### config.mk
export PLATFORM = sky130hd
export DESIGN_NAME = pe_array_mv_flat
export DESIGN_NICKNAME = d
export VERILOG_FILES = /design/src/rtl/pe_array_mv_if.sv /design/src/rtl/pe_array_mv.sv /design/src/flat_wrapper.sv
export SDC_FILE = /design/constraint.sdc
export NUM_CORES = 2
export LEC_CHECK = 0
export CORE_ASPECT_RATIO = 0.9
export CORE_MARGIN = 2
export CORE_UTILIZATION = 32
export CTS_CLUSTER_SIZE = 14
export DETAILED_ROUTE_END_ITERATION = 7
export GPL_TIMING_DRIVEN = 0
export MAX_ROUTING_LAYER = met4
export SLEW_MARGIN = 10
export SYNTH_ARGS = -nofsm -noshare
export SYNTH_HDL_FRONTEND = slang
export SYNTH_SLANG_ARGS = --single-unit
### constraint.sdc
create_clock -name S_AXI_ACLK -period 45.1 [get_ports S_AXI_ACLK]
set_input_delay 9.02 -clock S_AXI_ACLK [delete_from_list [all_inputs] [get_ports S_AXI_ACLK]]
set_output_delay 9.02 -clock S_AXI_ACLK [all_outputs]
set_load 0.02 [all_outputs]
### src/rtl/pe_array_mv_if.sv
// pe_array_mv_if: start/done handshake and single BRAM port of the matrix-vector engine.
interface pe_array_mv_if;
    logic        start;
    logic        done;
    logic [31:0] BRAM_ADDR;
    logic [7:0]  BRAM_WRDATA;
    logic [3:0]  BRAM_WE;
    logic        BRAM_CLK;
    logic [7:0]  BRAM_RDDATA;
    modport master (
        input  start, BRAM_RDDATA,
        output done, BRAM_ADDR, BRAM_WRDATA, BRAM_WE, BRAM_CLK
    );
    modport slave (
        output start, BRAM_RDDATA,
        input  done, BRAM_ADDR, BRAM_WRDATA, BRAM_WE, BRAM_CLK
    );
endinterface

### src/rtl/pe_array_mv.sv
// pe_array_mv: y = M*x over one BRAM port, N parallel 8-bit MAC PEs, results written over x.
module pe_array_mv #(
    parameter int H_SIZE   = 3,
    parameter int PE_DELAY = 16
) (
    input  logic          S_AXI_ACLK,
    input  logic          S_AXI_ARESETN,
    pe_array_mv_if.master bus
);
    localparam int N  = 2 ** H_SIZE;
    localparam int NW = N * (N + 1);
    localparam int CW = $clog2(NW + N + PE_DELAY + 2);
    typedef enum logic [2:0] {IDLE, LOAD, CALC, WRITE, DONE} state_t;
    state_t                   state_q;
    logic [CW-1:0]            cnt_q, addr_q;
    logic [7:0]               wrdata_q;
    logic                     we_q, done_q;
    logic [N-1:0][7:0]        x_q, acc_q;
    logic [N-1:0][N-1:0][7:0] m_q;
    logic [H_SIZE-1:0]        j, xi;
    logic [2*H_SIZE-1:0]      mi;
    // read data lags the issued address by two cycles, hence the offsets
    assign j  = cnt_q[H_SIZE-1:0];
    assign xi = H_SIZE'(cnt_q - CW'(1));
    assign mi = (2*H_SIZE)'(cnt_q - CW'(N + 1));
    assign bus.BRAM_ADDR   = 32'({addr_q, 2'b00});
    assign bus.BRAM_WRDATA = wrdata_q;
    assign bus.BRAM_WE     = {4{we_q}};
    assign bus.BRAM_CLK    = ~S_AXI_ACLK;
    assign bus.done        = done_q;
    always_ff @(posedge S_AXI_ACLK or posedge S_AXI_ARESETN) begin
        if (S_AXI_ARESETN) begin
            state_q  <= IDLE;
            cnt_q    <= '0;
            addr_q   <= '0;
            wrdata_q <= '0;
            we_q     <= 1'b0;
            done_q   <= 1'b0;
            x_q      <= '0;
            m_q      <= '0;
            acc_q    <= '0;
        end else begin
            case (state_q)
                IDLE: if (bus.start) begin
                    state_q <= LOAD;
                    cnt_q   <= '0;
                    addr_q  <= '0;
                end
                LOAD: begin
                    cnt_q <= cnt_q + CW'(1);
                    if (cnt_q < CW'(NW - 1)) addr_q <= cnt_q + CW'(1);
                    if (cnt_q != '0 && cnt_q <= CW'(N)) x_q[xi] <= bus.BRAM_RDDATA;
                    else if (cnt_q > CW'(N) && cnt_q <= CW'(NW)) m_q[mi[2*H_SIZE-1:H_SIZE]][mi[H_SIZE-1:0]] <= bus.BRAM_RDDATA;
                    if (cnt_q == CW'(NW + 1)) begin
                        state_q <= CALC;
                        cnt_q   <= '0;
                        addr_q  <= '0;
                        acc_q   <= '0;
                    end
                end
                CALC: begin
                    cnt_q <= cnt_q + CW'(1);
                    if (cnt_q < CW'(N))
                        for (int i = 0; i < N; i++) acc_q[i] <= acc_q[i] + m_q[i][j] * x_q[j];
                    // the remaining cycles model the PE pipeline drain
                    if (cnt_q == CW'(N + PE_DELAY - 1)) begin
                        state_q  <= WRITE;
                        cnt_q    <= '0;
                        addr_q   <= '0;
                        wrdata_q <= acc_q[0];
                        we_q     <= 1'b1;
                    end
                end
                WRITE: begin
                    cnt_q <= cnt_q + CW'(1);
                    if (cnt_q == CW'(N - 1)) begin
                        state_q  <= DONE;
                        addr_q   <= '0;
                        wrdata_q <= '0;
                        we_q     <= 1'b0;
                        done_q   <= 1'b1;
                    end else begin
                        addr_q   <= cnt_q + CW'(1);
                        wrdata_q <= acc_q[j + H_SIZE'(1)];
                    end
                end
                DONE: begin
                    state_q <= IDLE;
                    done_q  <= 1'b0;
                end
                default: state_q <= IDLE;
            endcase
        end
    end
endmodule

### src/flat_wrapper.sv
// flat-port wrapper written by rule: the top's interface ports become plain ports
module pe_array_mv_flat 
#(
    parameter int H_SIZE   = 3,
    parameter int PE_DELAY = 16
)
  (S_AXI_ACLK, S_AXI_ARESETN, bus_start, bus_BRAM_RDDATA, bus_done, bus_BRAM_ADDR, bus_BRAM_WRDATA, bus_BRAM_WE, bus_BRAM_CLK);
  pe_array_mv_if bus_i ();
  input  logic S_AXI_ACLK;
  input  logic S_AXI_ARESETN;
  input wire logic [$bits(bus_i.start)-1:0] bus_start;
  input wire logic [$bits(bus_i.BRAM_RDDATA)-1:0] bus_BRAM_RDDATA;
  output wire logic [$bits(bus_i.done)-1:0] bus_done;
  output wire logic [$bits(bus_i.BRAM_ADDR)-1:0] bus_BRAM_ADDR;
  output wire logic [$bits(bus_i.BRAM_WRDATA)-1:0] bus_BRAM_WRDATA;
  output wire logic [$bits(bus_i.BRAM_WE)-1:0] bus_BRAM_WE;
  output wire logic [$bits(bus_i.BRAM_CLK)-1:0] bus_BRAM_CLK;
  assign bus_i.start = bus_start;
  assign bus_i.BRAM_RDDATA = bus_BRAM_RDDATA;
  assign bus_done = bus_i.done;
  assign bus_BRAM_ADDR = bus_i.BRAM_ADDR;
  assign bus_BRAM_WRDATA = bus_i.BRAM_WRDATA;
  assign bus_BRAM_WE = bus_i.BRAM_WE;
  assign bus_BRAM_CLK = bus_i.BRAM_CLK;
  pe_array_mv #(.H_SIZE(H_SIZE), .PE_DELAY(PE_DELAY)) u_core (.S_AXI_ACLK(S_AXI_ACLK), .S_AXI_ARESETN(S_AXI_ARESETN), .bus(bus_i));
endmodule
* After elaboration in Yosys (flattened, before gate mapping)
Cells that the tools add are included.
Word-level totals: register bits after elaboration 667, input bits 11, output and inout port bits 46, word-level logic and storage cells 207
Cells by class: $add $sub $neg 12, multipliers 8, magnitude comparators 13, equal/unequal tests 13, multiplexer cells 53, bitwise logic cells 2, reductions and logical operators 20
Operators with widths (count):
- 512-bit bitwise mux | 1
- 8-bit binary-select mux with 3-bit select | 10
- 64-bit demux with 3-bit select | 1
- 64-bit 2-to-1 mux | 3
- 64-bit one-hot mux with 2 select lines | 1
- 8-bit 2-to-1 mux | 14
- 8-bit adder | 8
- 64-bit bitwise mux | 1
- 8-bit by 8-bit multiplier with 8-bit output | 8
- 7-bit one-hot mux with 4 select lines | 2
- 7-bit 2-to-1 mux | 7
- 8-bit demux with 3-bit select | 2
- 3-bit by 4-bit less-than comparator with 1-bit output, second input constant | 5
- 8-bit one-hot mux with 2 select lines | 1
- 3-bit 2-to-1 mux | 4
- 3-bit one-hot mux with 4 select lines | 1
- 3-bit by 1-bit greater-or-equal comparator with 1-bit output, second input constant | 3
- 3-bit AND reduction | 3
- 2-bit by 1-bit inequality test with 1-bit output, second input constant | 4
- 2-bit AND reduction | 4
- 4-bit AND reduction | 2
- 7-bit by 1-bit adder with 7-bit output, second input constant | 1
- 7-bit by 3-bit equality test with 1-bit output, second input constant | 1
- 7-bit by 5-bit equality test with 1-bit output, second input constant | 1
- other kinds (22) | 33

* Logic depth before layout (Yosys ltp)
word-level depth 8, depth in mapped cells 27, gate-level depth less buffers 22

==> impl_metrics.yaml <==
sta:
  max_slew_margin_pct: 10.6
  finClkSkew_ns: 0.0243
  worst_pin_slew_ns: 1.34
  hold_viol_final: 0
  rsz0062_at_grt: "false"
  maxSlewViolCount: 0
  whs_ns: 0.478
  tns_ns: 0
  setup_viol: 0
synthesis:
  synthArstFlopShare_pct: 100
  syn_inst: 3180
  synth_area_um2: 39900
  synth_edf_count: 0
  synth_top_cell_area_share_pct: 41.9
  ys.flop_type: "dfrtp_1"
  yosysWarnings: 0
  yosysUniqueCellTypes: 69
  synth.avg_cell_area_um2: 12.5
  ys_seq_area_share_pct: 41.9
  yosysTopAreaCell: "dfrtp_1"
  synth_area_leaders: "dfrtp_1, mux2_2, mux4_2"
  ys_ff_latch: 667
die:
  die_w_um: 376
  core-area_um2: 123000
  io_pins: 57
  rows: 122
  die_h_um: 339
  die_area_um2: 127000
  start_util_pct: 32.3
grt:
  grt_pass1_wl_mm: 190
  grt.total_usage_pct: 21.2
  grt_overflow: 0
  grt_pass1_vias: 26161
  antenna_found_initial: 5
  grt_max_degree: 115
worst_setup_path:
  max_stage_delay_ns: 0.59
  critical_path_required_ns: 36.08
  critPathArrivalTime_ns: 23.82
  cp_num_buf_inv: 5
  cp-start-kind: "clock port"
  reg2reg_slack_ns: 37.17
  crit_path_end_kind: "output port"
  path_cells: "clkbuf_16 > clkbuf_16 > clkbuf_16 > inv_1 > clkdlybuf4s50_1"
  critPathKind: "clk2out"
  crit_family: "buffers and inverters"
  cpMaxStageDelayCell: "clkdlybuf4s50_1"
  crit_path_frequent_cell: "clkbuf_16"
  crit_path_max_fanout: 10
cts:
  hold_buffers: 0
  cts_buffers: 76
  clk_pin_slew_ns: 0.06
  cts-root-buf: "clkbuf_16"
  cts_setup_buffers: 0
  clk_path_buf_depth: 3
  htree_levels: 3
  insertion_delay_ns: 0.67
  cts_resized: 0
  cts_tree: "built"
power_and_ir_drop:
  pwr-share-comb_pct: 14.1
  vdd_drop_max_uv: 24.8
  clkPwrFrac_pct: 44.1
  switching_share_pct: 26.9
  p_int_mw: 1.10
  p_leak_nw: 19.7
  p_sw_mw: 0.407
  powerDensity_nw_per_um2: 33.5
  power_frac_seq_pct: 41.8
routing:
  drt_first_pass_iters: 7
  routedWlPerCell_um: 26.2
  wl_mm: 131
  drt-initial-drc-count: 2664
  vias: 26381
  ant_nets: 0
  viasPerCell: 5.29
  drc: 0
layout:
  utilization_pct: 36.6
  layout_common_cells: "dfrtp_1, mux2_2, inv_1"
  drive_gt1_share_pct: 31.5
  fin_nets: 3609
  layout_commonest_cell: "dfrtp_1"
  area_delta_synth_final_pct: 13.2
placed_design:
  io_buffers: 23
  dpl.hpwl_mm: 96.0
  gp_congestion: 0.961
run:
  cap_violations: 0
status:
  status: "completed"
worst_hold_path:
  hp-class: "reg2reg"
==> worst paths after layout <==
path | start | to | depth (start not counted)
worst max-delay path | S_AXI_ACLK | bus_BRAM_CLK | 5
worst min-delay path | u_core.addr_q[6]$_DFFE_PP0P_ | u_core.addr_q[6]$_DFFE_PP0P_ | 2
worst min register to register | u_core.addr_q[6]$_DFFE_PP0P_ | u_core.addr_q[6]$_DFFE_PP0P_ | 2
worst max register to register | u_core.cnt_q[1]$_DFFE_PP0P_ | u_core.acc_q[31]$_DFFE_PP0P_ | 21
min in group asynchronous | S_AXI_ARESETN | u_core.m_q[469]$_DFFE_PP0P_ | 2
max in group asynchronous | S_AXI_ARESETN | u_core.bus.BRAM_WRDATA[6]$_DFFE_PP0P_ | 5
==> logic make-up (layout without fill, tap and decap cells) <==
kind of cell	Yosys count	in the layout	share of synthesized area [%]
multiplexers	820	820	27.4
flip-flops	667	667	41.9
AND/OR/NAND/NOR	553	553	6.15
buffers and inverters	525	696	5.91
adder cells (fa/ha/maj)	284	284	11.6
AO/OA/AOI/OAI	195	195	3.47
XOR/XNOR	135	135	3.53
other	1	27	0.00941
==> layout make-up <==
class	count	area, µm²
plain buffers	208	1160
fillers	11953	78200
clock inverters	24	377
multi-input cells	2012	20900
flip-flops and latches	667	16700
clock buffers	117	2310
repair buffers	31	419
inverters	316	1190
well taps	1612	2020
diodes	2	5.00
==> state kept, by name (all words and copies together), names as in the netlist <==
name / count
u_core.state_q: 3
u_core.bus.BRAM_WRDATA: 8
u_core.we_q: 1
u_core.acc_q: 64
u_core.m_q: 512
u_core.cnt_q: 7
u_core.bus.done: 1
u_core.x_q: 64
u_core.addr_q: 7
==> per-layer routing <==
metal,GRT usage [%],share of wire [%],vias up
met5,-,0,-
met4,7.66,4.1,0
met3,5.44,9.3,261
met2,29.4,42,1097
met1,29.7,44,13909
li1,-,-,11114
==> worst reg2reg max path: stages, from the launching register on <==
cell and delay, ns:
dfrtp_1 0.40, buf_6 0.17, inv_1 0.15, buf_4 0.31
clkbuf_2 0.62, buf_2 0.63, mux2i_2 0.95, clkbuf_1 0.86
nor2_1 0.18, fa_1 0.48, fa_1 0.44, ha_1 0.29
inv_1 0.05, fa_1 0.47, inv_1 0.04, ha_1 0.31
a21o_1 0.19, a21oi_1 0.23, xnor2_1 0.20, xnor2_1 0.19
xnor3_1 0.45, a22o_1 0.19
==> power by group through the flow <==
stage                     logic [mW]  registers (mW)  clock network, mW
final                          0.213           0.633              0.667
after global routing           0.235           0.635              0.701
after CTS                      0.213           0.632              0.676
after detailed placement       0.211           0.643            0.00329
after global placement         0.206           0.644            0.00329
after floorplan                0.159           0.640            0.00159
==> stage by stage <==
stage                     instances  setup WS [ns]  cell area (µm²)  total power, mW
after floorplan                3204          13.40            39900            0.801
after global placement         4839           8.62            42200            0.853
after detailed placement       4848          12.92            42400            0.857
after CTS                      4987          12.22            45100             1.52
after global routing           4988          12.22            45100             1.57
final                          4989          12.26            45100             1.51
==> cell usage after synthesis, types with 27 or more instances <==
cell type	n
nor2_2	29
mux2_2	599
clkbuf_1	96
nand2_1	261
mux4_2	132
nor2_1	160
ha_1	140
mux2i_1	58
inv_1	316
a21oi_1	50
dfrtp_1	667
fa_1	144
xnor2_1	102
buf_2	27
buf_4	47
a22o_1	59
(Power assumes the default switching activity.)
